===== src/rtl/mem_arbiter.sv =====
// mem_arbiter: memory-side responder for the core's split instruction/data
// interface. It serialises fetches and loads/stores onto one single-port,
// word-wide RAM port and answers with one-cycle ihit/dhit pulses.
//
// Optional feature macro: MEM_ARB_TIMEOUT_EN. When it is defined, a wait
// counter aborts a RAM access that stalls for TIMEOUT cycles and flags the
// response with bus_err. When it is undefined, the arbiter waits
// indefinitely and bus_err stays 0.
//
// Ports:
//   clk, nrst             clock, asynchronous active-low reset
//   imem_ren/imem_addr    fetch request (held until ihit)
//   ihit/imem_load        fetch-complete pulse and fetched word
//   dmem_ren/dmem_wen     load/store request
//   dmem_addr/dmem_width  byte address and access width ([2] is ignored)
//   dmem_store            lane-shifted store data
//   dhit/dmem_load        load/store-complete pulse and raw RAM word
//   ram_*                 single-port RAM request/response
//   bus_err               abort pulse, coincident with ihit/dhit
module mem_arbiter #(
  parameter int TIMEOUT = 64
) (
  input  logic        clk,
  input  logic        nrst,
  input  logic        imem_ren,
  input  logic [31:0] imem_addr,
  output logic        ihit,
  output logic [31:0] imem_load,
  input  logic        dmem_ren,
  input  logic        dmem_wen,
  input  logic [31:0] dmem_addr,
  input  logic [2:0]  dmem_width,
  input  logic [31:0] dmem_store,
  output logic        dhit,
  output logic [31:0] dmem_load,
  output logic        ram_ren,
  output logic        ram_wen,
  output logic [31:0] ram_addr,
  output logic [3:0]  ram_byteen,
  output logic [31:0] ram_wdata,
  input  logic [31:0] ram_rdata,
  input  logic        ram_ready,
  output logic        bus_err
);

  typedef enum logic [2:0] {IDLE, DREQ, IREQ, DRESP, IRESP} state_t;

  typedef struct packed {
    logic [31:0] addr;
    logic [31:0] wdata;
    logic [3:0]  be;
    logic        wr;
  } req_t;

  state_t      state_q, state_d;
  req_t        req_q, req_d;
  logic [31:0] load_q, load_d;
  logic        err_q, err_d;
  logic [3:0]  dbe;
  logic        in_req;
  logic        tmo;

  // The counter has to be able to reach TIMEOUT-1.
  if (TIMEOUT < 2) begin : g_bad_timeout
    $error("mem_arbiter: TIMEOUT must be at least 2");
  end

  // The unsigned flag and the fetch byte offset do not affect the RAM access.
  logic unused_ok;
  assign unused_ok = ^{dmem_width[2], imem_addr[1:0]};

  assign in_req = (state_q == DREQ) || (state_q == IREQ);

`ifdef MEM_ARB_TIMEOUT_EN
  localparam int CW = ($clog2(TIMEOUT) < 8) ? 8 : $clog2(TIMEOUT) + 1;
  logic [CW-1:0] wait_q;

  // REQ states are only entered from IDLE, so clearing in IDLE clears on entry.
  always_ff @(posedge clk or negedge nrst) begin
    if (!nrst)                   wait_q <= '0;
    else if (state_q == IDLE)    wait_q <= '0;
    else if (in_req && !ram_ready) wait_q <= wait_q + 1'b1;
  end

  assign tmo = in_req && !ram_ready && (wait_q == CW'(TIMEOUT - 1));
`else
  assign tmo = 1'b0;
`endif

  // Byte-lane enables; misaligned low address bits are simply masked.
  always_comb begin
    dbe = 4'b1111;
    case (dmem_width[1:0])
      2'b00:   dbe = 4'b0001 << dmem_addr[1:0];
      2'b01:   dbe = 4'b0011 << {dmem_addr[1], 1'b0};
      default: dbe = 4'b1111;
    endcase
  end

  always_ff @(posedge clk or negedge nrst) begin
    if (!nrst) begin
      state_q <= IDLE;
      req_q   <= '0;
      load_q  <= '0;
      err_q   <= 1'b0;
    end else begin
      state_q <= state_d;
      req_q   <= req_d;
      load_q  <= load_d;
      err_q   <= err_d;
    end
  end

  always_comb begin
    state_d = state_q;
    req_d   = req_q;
    load_d  = load_q;
    err_d   = err_q;
    case (state_q)
      IDLE: begin
        // Data wins over fetch; ren+wen together counts as a store.
        if (dmem_ren || dmem_wen) begin
          state_d     = DREQ;
          req_d.addr  = {dmem_addr[31:2], 2'b00};
          req_d.wdata = dmem_store;
          req_d.be    = dbe;
          req_d.wr    = dmem_wen;
          err_d       = 1'b0;
        end else if (imem_ren) begin
          state_d     = IREQ;
          req_d.addr  = {imem_addr[31:2], 2'b00};
          req_d.wdata = '0;
          req_d.be    = 4'b1111;
          req_d.wr    = 1'b0;
          err_d       = 1'b0;
        end
      end
      DREQ, IREQ: begin
        if (ram_ready) begin
          state_d = (state_q == DREQ) ? DRESP : IRESP;
          load_d  = req_q.wr ? 32'h0 : ram_rdata;  // stores answer with 0
        end else if (tmo) begin
          state_d = (state_q == DREQ) ? DRESP : IRESP;
          load_d  = '0;
          err_d   = 1'b1;
        end
      end
      // The requester still holds its request through this edge, so it is
      // not sampled here; that is what enforces the 3-cycle hit spacing.
      DRESP, IRESP: state_d = IDLE;
      default:      state_d = IDLE;
    endcase
  end

  assign ram_ren    = in_req && !req_q.wr;
  assign ram_wen    = in_req && req_q.wr;
  assign ram_addr   = req_q.addr;
  assign ram_byteen = req_q.be;
  assign ram_wdata  = req_q.wdata;

  assign ihit      = (state_q == IRESP);
  assign dhit      = (state_q == DRESP);
  assign imem_load = load_q;
  assign dmem_load = load_q;
  assign bus_err   = err_q && (ihit || dhit);

endmodule


===== config.mk =====
export PLATFORM = sky130hd
export DESIGN_NAME = mem_arbiter
export DESIGN_NICKNAME = d
export VERILOG_FILES = /design/src/rtl/mem_arbiter.sv
export SDC_FILE = /design/constraint.sdc
export NUM_CORES = 1
export LEC_CHECK = 0
export CAP_MARGIN = 5
export CORE_AREA = 2 2 126 128
export DETAILED_ROUTE_END_ITERATION = 8
export DIE_AREA = 0 0 128 130
export PLACE_DENSITY = 0.73
export SLEW_MARGIN = 30
export SYNTH_ARGS = -nofsm -noshare
export SYNTH_HDL_FRONTEND = slang
export SYNTH_SLANG_ARGS = --single-unit
export TNS_END_PERCENT = 50

===== constraint.sdc =====
create_clock -name clk -period 2.25 [get_ports clk]
set_clock_uncertainty 0.1 [all_clocks]
set_input_delay 0.225 -clock clk [delete_from_list [all_inputs] [get_ports clk]]
set_output_delay 0.225 -clock clk [all_outputs]
set_load 0.03 [all_outputs]

; Word level (Yosys, flattened, before mapping)
; Cells that the tools add are included.
[op_classes]
mux = 11
shifts = 2
n_reduce_logical = 14
eq_ne = 7
[op_table]
columns = op, n
row1 = 69-bit 2-to-1 mux, 2
row2 = 32-bit 2-to-1 mux, 1
row3 = 3-bit 2-to-1 mux, 4
row4 = 4-bit one-hot mux with 2 select lines, 1
row5 = 3-bit by 2-bit equality test with 1-bit output (second input constant), 2
row6 = 3-bit one-hot mux with 2 select lines, 1
row7 = 2-bit AND reduction, 3
row8 = 1-bit by 2-bit left shift with 4-bit output (first input constant), 1
row9 = 2-bit by 2-bit left shift with 4-bit output (first input constant), 1
row10 = 3-bit by 1-bit equality test with 1-bit output (second input constant), 1
row11 = 3-bit equality test (second input constant), 1
row12 = 1-bit logical AND, 3
row13 = 3-bit logical NOT, 1
row14 = 1-bit logical OR, 3
row15 = 3-bit != test (second input constant), 1
row16 = 2-bit by 1-bit equality test with 1-bit output (second input constant), 1
row17 = 2-bit logical NOT, 1
row18 = 1-bit 2-to-1 mux, 2
row19 = 2-bit != test (second input constant), 1
row20 = 2-bit nonzero test, 1
row21 = 2-bit OR reduction, 1
row22 = 1-bit logical NOT, 1
[totals]
inputBits = 137
register_bits = 105
output_inout_bits = 137
word_cells = 41

; Depth between registers and ports, before layout
[logic_depth]
depth_word = 4
ltp_mapped = 6
ltp_nobuf = 3

; Worst setup path after synthesis
; OpenSTA, ideal clock, no wires.
[synth_path]
path_kind = register -> output
start = register req_q[0] in the netlist's numbering
end = output port ram_wen
path_stages_with_launch = 3
slack_ns = 0.460
t_arrival_ns = 1.465
n_path_buf = 1
required_ns = 1.925
path_cell_list = dfrtp_1 > clkbuf_1 > nor3b_1
[synth_between]
elab_chain_len = 1
[synth_rtl]
columns = item, line_no
row1 = "start, declared", 56  ; req_t req_q, req_d;
row2 = "start signal, assigned", 108  ; req_q <= req_d;
row3 = 1-bit logical AND, 156  ; assign ram_wen = in_req && req_q.wr;
row4 = "end, declared", 37  ; output logic ram_wen,
; No other way between the ends.

; Worst setup path in the final report
[layout_path]
start = register state_q[1]
end = output port ihit
[layout_between]
elab_chain_len = 1
[layout_rtl]
columns = item, line_no
row1 = "start, declared", 55  ; state_t state_q, state_d;
row2 = "start signal, assigned", 107  ; state_q <= state_d;
row3 = 3-bit equality test, 161  ; assign ihit = (state_q == IRESP);
row4 = "end, declared", 27  ; output logic ihit,
; No other way between the ends.

==> impl_results.md <==
* GPL Wtd Cong at 0.743
* Leakage at 0.00319 uW
* Slew headroom at around 66%
* CP delay by family, top: buffers and inverters
* Final worst slack at about 170 ps
* Worst-skew pair later-pin latency at roughly 340 ps
* WS Path Type: register to output port
* Antenna violations before repair at 0
* Clock buffer depth at 2
* Die Y at roughly 130 um
* First-pass GRT wire length at between 15 and 20 mm
* RSZ-0062 raised after global routing: false
* Total congestion overflow at 0
* Syn avg cell area at about 13 um^2
* Hold Vio Cnt, Final at 0
* 1st-pass router iterations at 3
* Final #Nets at 715
* Clock Sink Count at between 100 and 150
* Sequential fraction of the synthesis area at 48.7%
* Core region area at 15,400 um^2
* Worst min path class: input pin to async pin
* Async S/R FF share, synth at 100%
* Crit Path Max Fanout at 8
* DP Worst Slack at around 150 ps
* Fill cells at roughly 1,300
* Library cells used by synthesis at 24
* Setup TNS at 0 ps
* Post-CTS Resized at 0
* CP endpoint kind: output port
* Via density at approximately 4.6
* Worst R2R Path Depth at 4
* Post-Layout Cell Count at 775
* Worst path required time at between 1500 and 2000 ps
* Crit path arrival time at between 1500 and 2000 ps
* Critical path launch point type: register
* Final Cell Area at 7720 um^2
* Rows at 46
* Total Die Area at roughly 17,000 um^2
* HPWL Detailed at around 9.3 mm
* # IOs at 274
* Die Wd at 128 um
* Syn-to-layout area delta at 47.5%
* Synth area leaders: dfrtp_1 49%, mux2_2 18%, buf_4 15%
* EDFF count, synth at 0
* Total GRT Usage at roughly 15%
* Bufs and invs on worst path at 1
* Placed Cells at 758
* Share of layout cells above drive strength 1 at 22.5%
* Seq cells post-synth at 102
* CTS tree: yes
* Fmax at 480 MHz
* Cts bufs inserted at 9
* Post-synth top area share at around half
* Synth area leader: dfrtp_1
* Syn. warnings at 0
* IO Port Bufs at roughly 270
* Reg clk slew, reported paths at roughly 70 ps
* Util after Layout at approximately half
* Cells after Synth at about 410
* 1st-iter DRT viols at 93
* MaxCap Viol Count at 0
* Final WL at 12.6 mm
* Hold bufs inserted after CTS at 1
* Slowest stage delay, CP at around 720 ps
* Final period demand of the worst path at 2080 ps
* Tcrit/Tclk final at 92.6%
* N_diodes at 0
* Setup Viol. Count Final at 0
* Wire per inst at 16.2 um
* VDD IR max at roughly 0.61 mV
* Placed inst area at around 7400 um^2
* Largest net degree at the start of global routing at 68
* Most common cell in the netlist: buf_4
* Crit-path cells: nor3b_1, clkdlybuf4s50_1
* Synth top cells by count: 103 x buf_4, 102 x dfrtp_1, 86 x mux2_2, 34 x nor2b_1, 32 x a22o_1
* Initial Utilization at 34.0%
* Outcome: finished, final reports clean
* Setup bufs post-CTS at 0
* Clk root buf: clkbuf_16
* Final Max Slew Viols at 0
* PD cells at between 1500 and 2000 nW/um^2
* Number of global-route vias before repair at approximately 3,700
* Vias at 3,564
* Levels on crit path at 2
* Synth Flop Type: dfrtp_1
* Crit path max-delay cell type: clkdlybuf4s50_1
* Netlist Area Pre-Place at roughly 5200 um^2
* H-tree lvl count at 3
* Worst slew pin tran at 517 ps
* Post-route ant nets at 0
* Residual DRC count at 0
## cell type report
cell class	count	area, um^2	share of cell area [%]
timing repair buffer	277	2810	36.3
sequential	102	2550	33.0
multi-input combinational	187	1820	23.5
tap	192	240	3.11
clock buffer	10	239	3.09
clock inverter	6	68.8	0.891
inverter	1	3.75	0.0486
## final timing paths
kind	startpoint	end	slack, ps
max	state_q[1]	ihit	170
min	nrst	dmem_load[14]	300
min in group clk	dmem_store[25]	ram_wdata[25]	380
min reg2reg	ram_wdata[14]	ram_wdata[14]	410
max reg2reg	state_q[1]	dmem_load[11]	490
max in group asynchronous	nrst	ram_addr[18]	1080
## routing by layer
| layer | track usage [%] | vias to the layer above | part of all wire [%] |
|---|---|---|---|
| met2 | 25.5 | 157 | 51 |
| met5 | 0 | - | 0 |
| met1 | 16.8 | 1753 | 39 |
| met4 | 6.01 | 0 | 2.1 |
| li1 | - | 1636 | - |
| met3 | 4.31 | 18 | 7.4 |
## sequential cells by signal, indices dropped and copies added (netlist names)
name	cells
req_q	1
ram_wdata	32
state_q	3
ram_addr	30
dmem_load	32
ram_byteen	4
## stage by stage
stage	total power, uW	hold WS, ps
floorplan	8520	-171
global placement	10200	125
detailed placement	10300	138
CTS	12000	308
global route	12500	337
finish	11900	295
## logic make-up (layout without fill, tap and decap cells)
group | after synthesis | count (layout) | synth area share, %
XOR/XNOR | 1 | 1 | 0.311
other | 1 | 3 | 0.0716
flip-flops | 102 | 102 | 48.7
AO/OA/AOI/OAI | 39 | 39 | 6.21
AND/OR/NAND/NOR | 46 | 46 | 5.78
multiplexers | 98 | 98 | 21.8
buffers and inverters | 125 | 294 | 17.1
## cell usage in the layout, fill, tap and decap left out, drive strengths merged
cell type,instances
nor2,2
inv,3
nor3b,3
a22o,32
nor4bb,1
conb,3
clkdlybuf4s50,264
xnor2,1
buf,12
dfrtp,102
dlygate4sd3,1
bufinv,1
mux2,98
o31ai,1
clkinv,3
nor3,5
o21ba,1
and3b,1
a211oi,1
nor2b,34
clkbuf,10
o21ai,4
## report_power, final
part | internal [uW] | total [uW] | switching (uW)
logic | 3290 | 6990 | 3700
clock network | 904 | 1610 | 705
registers | 2690 | 3250 | 556
(Power assumes the default switching activity.)
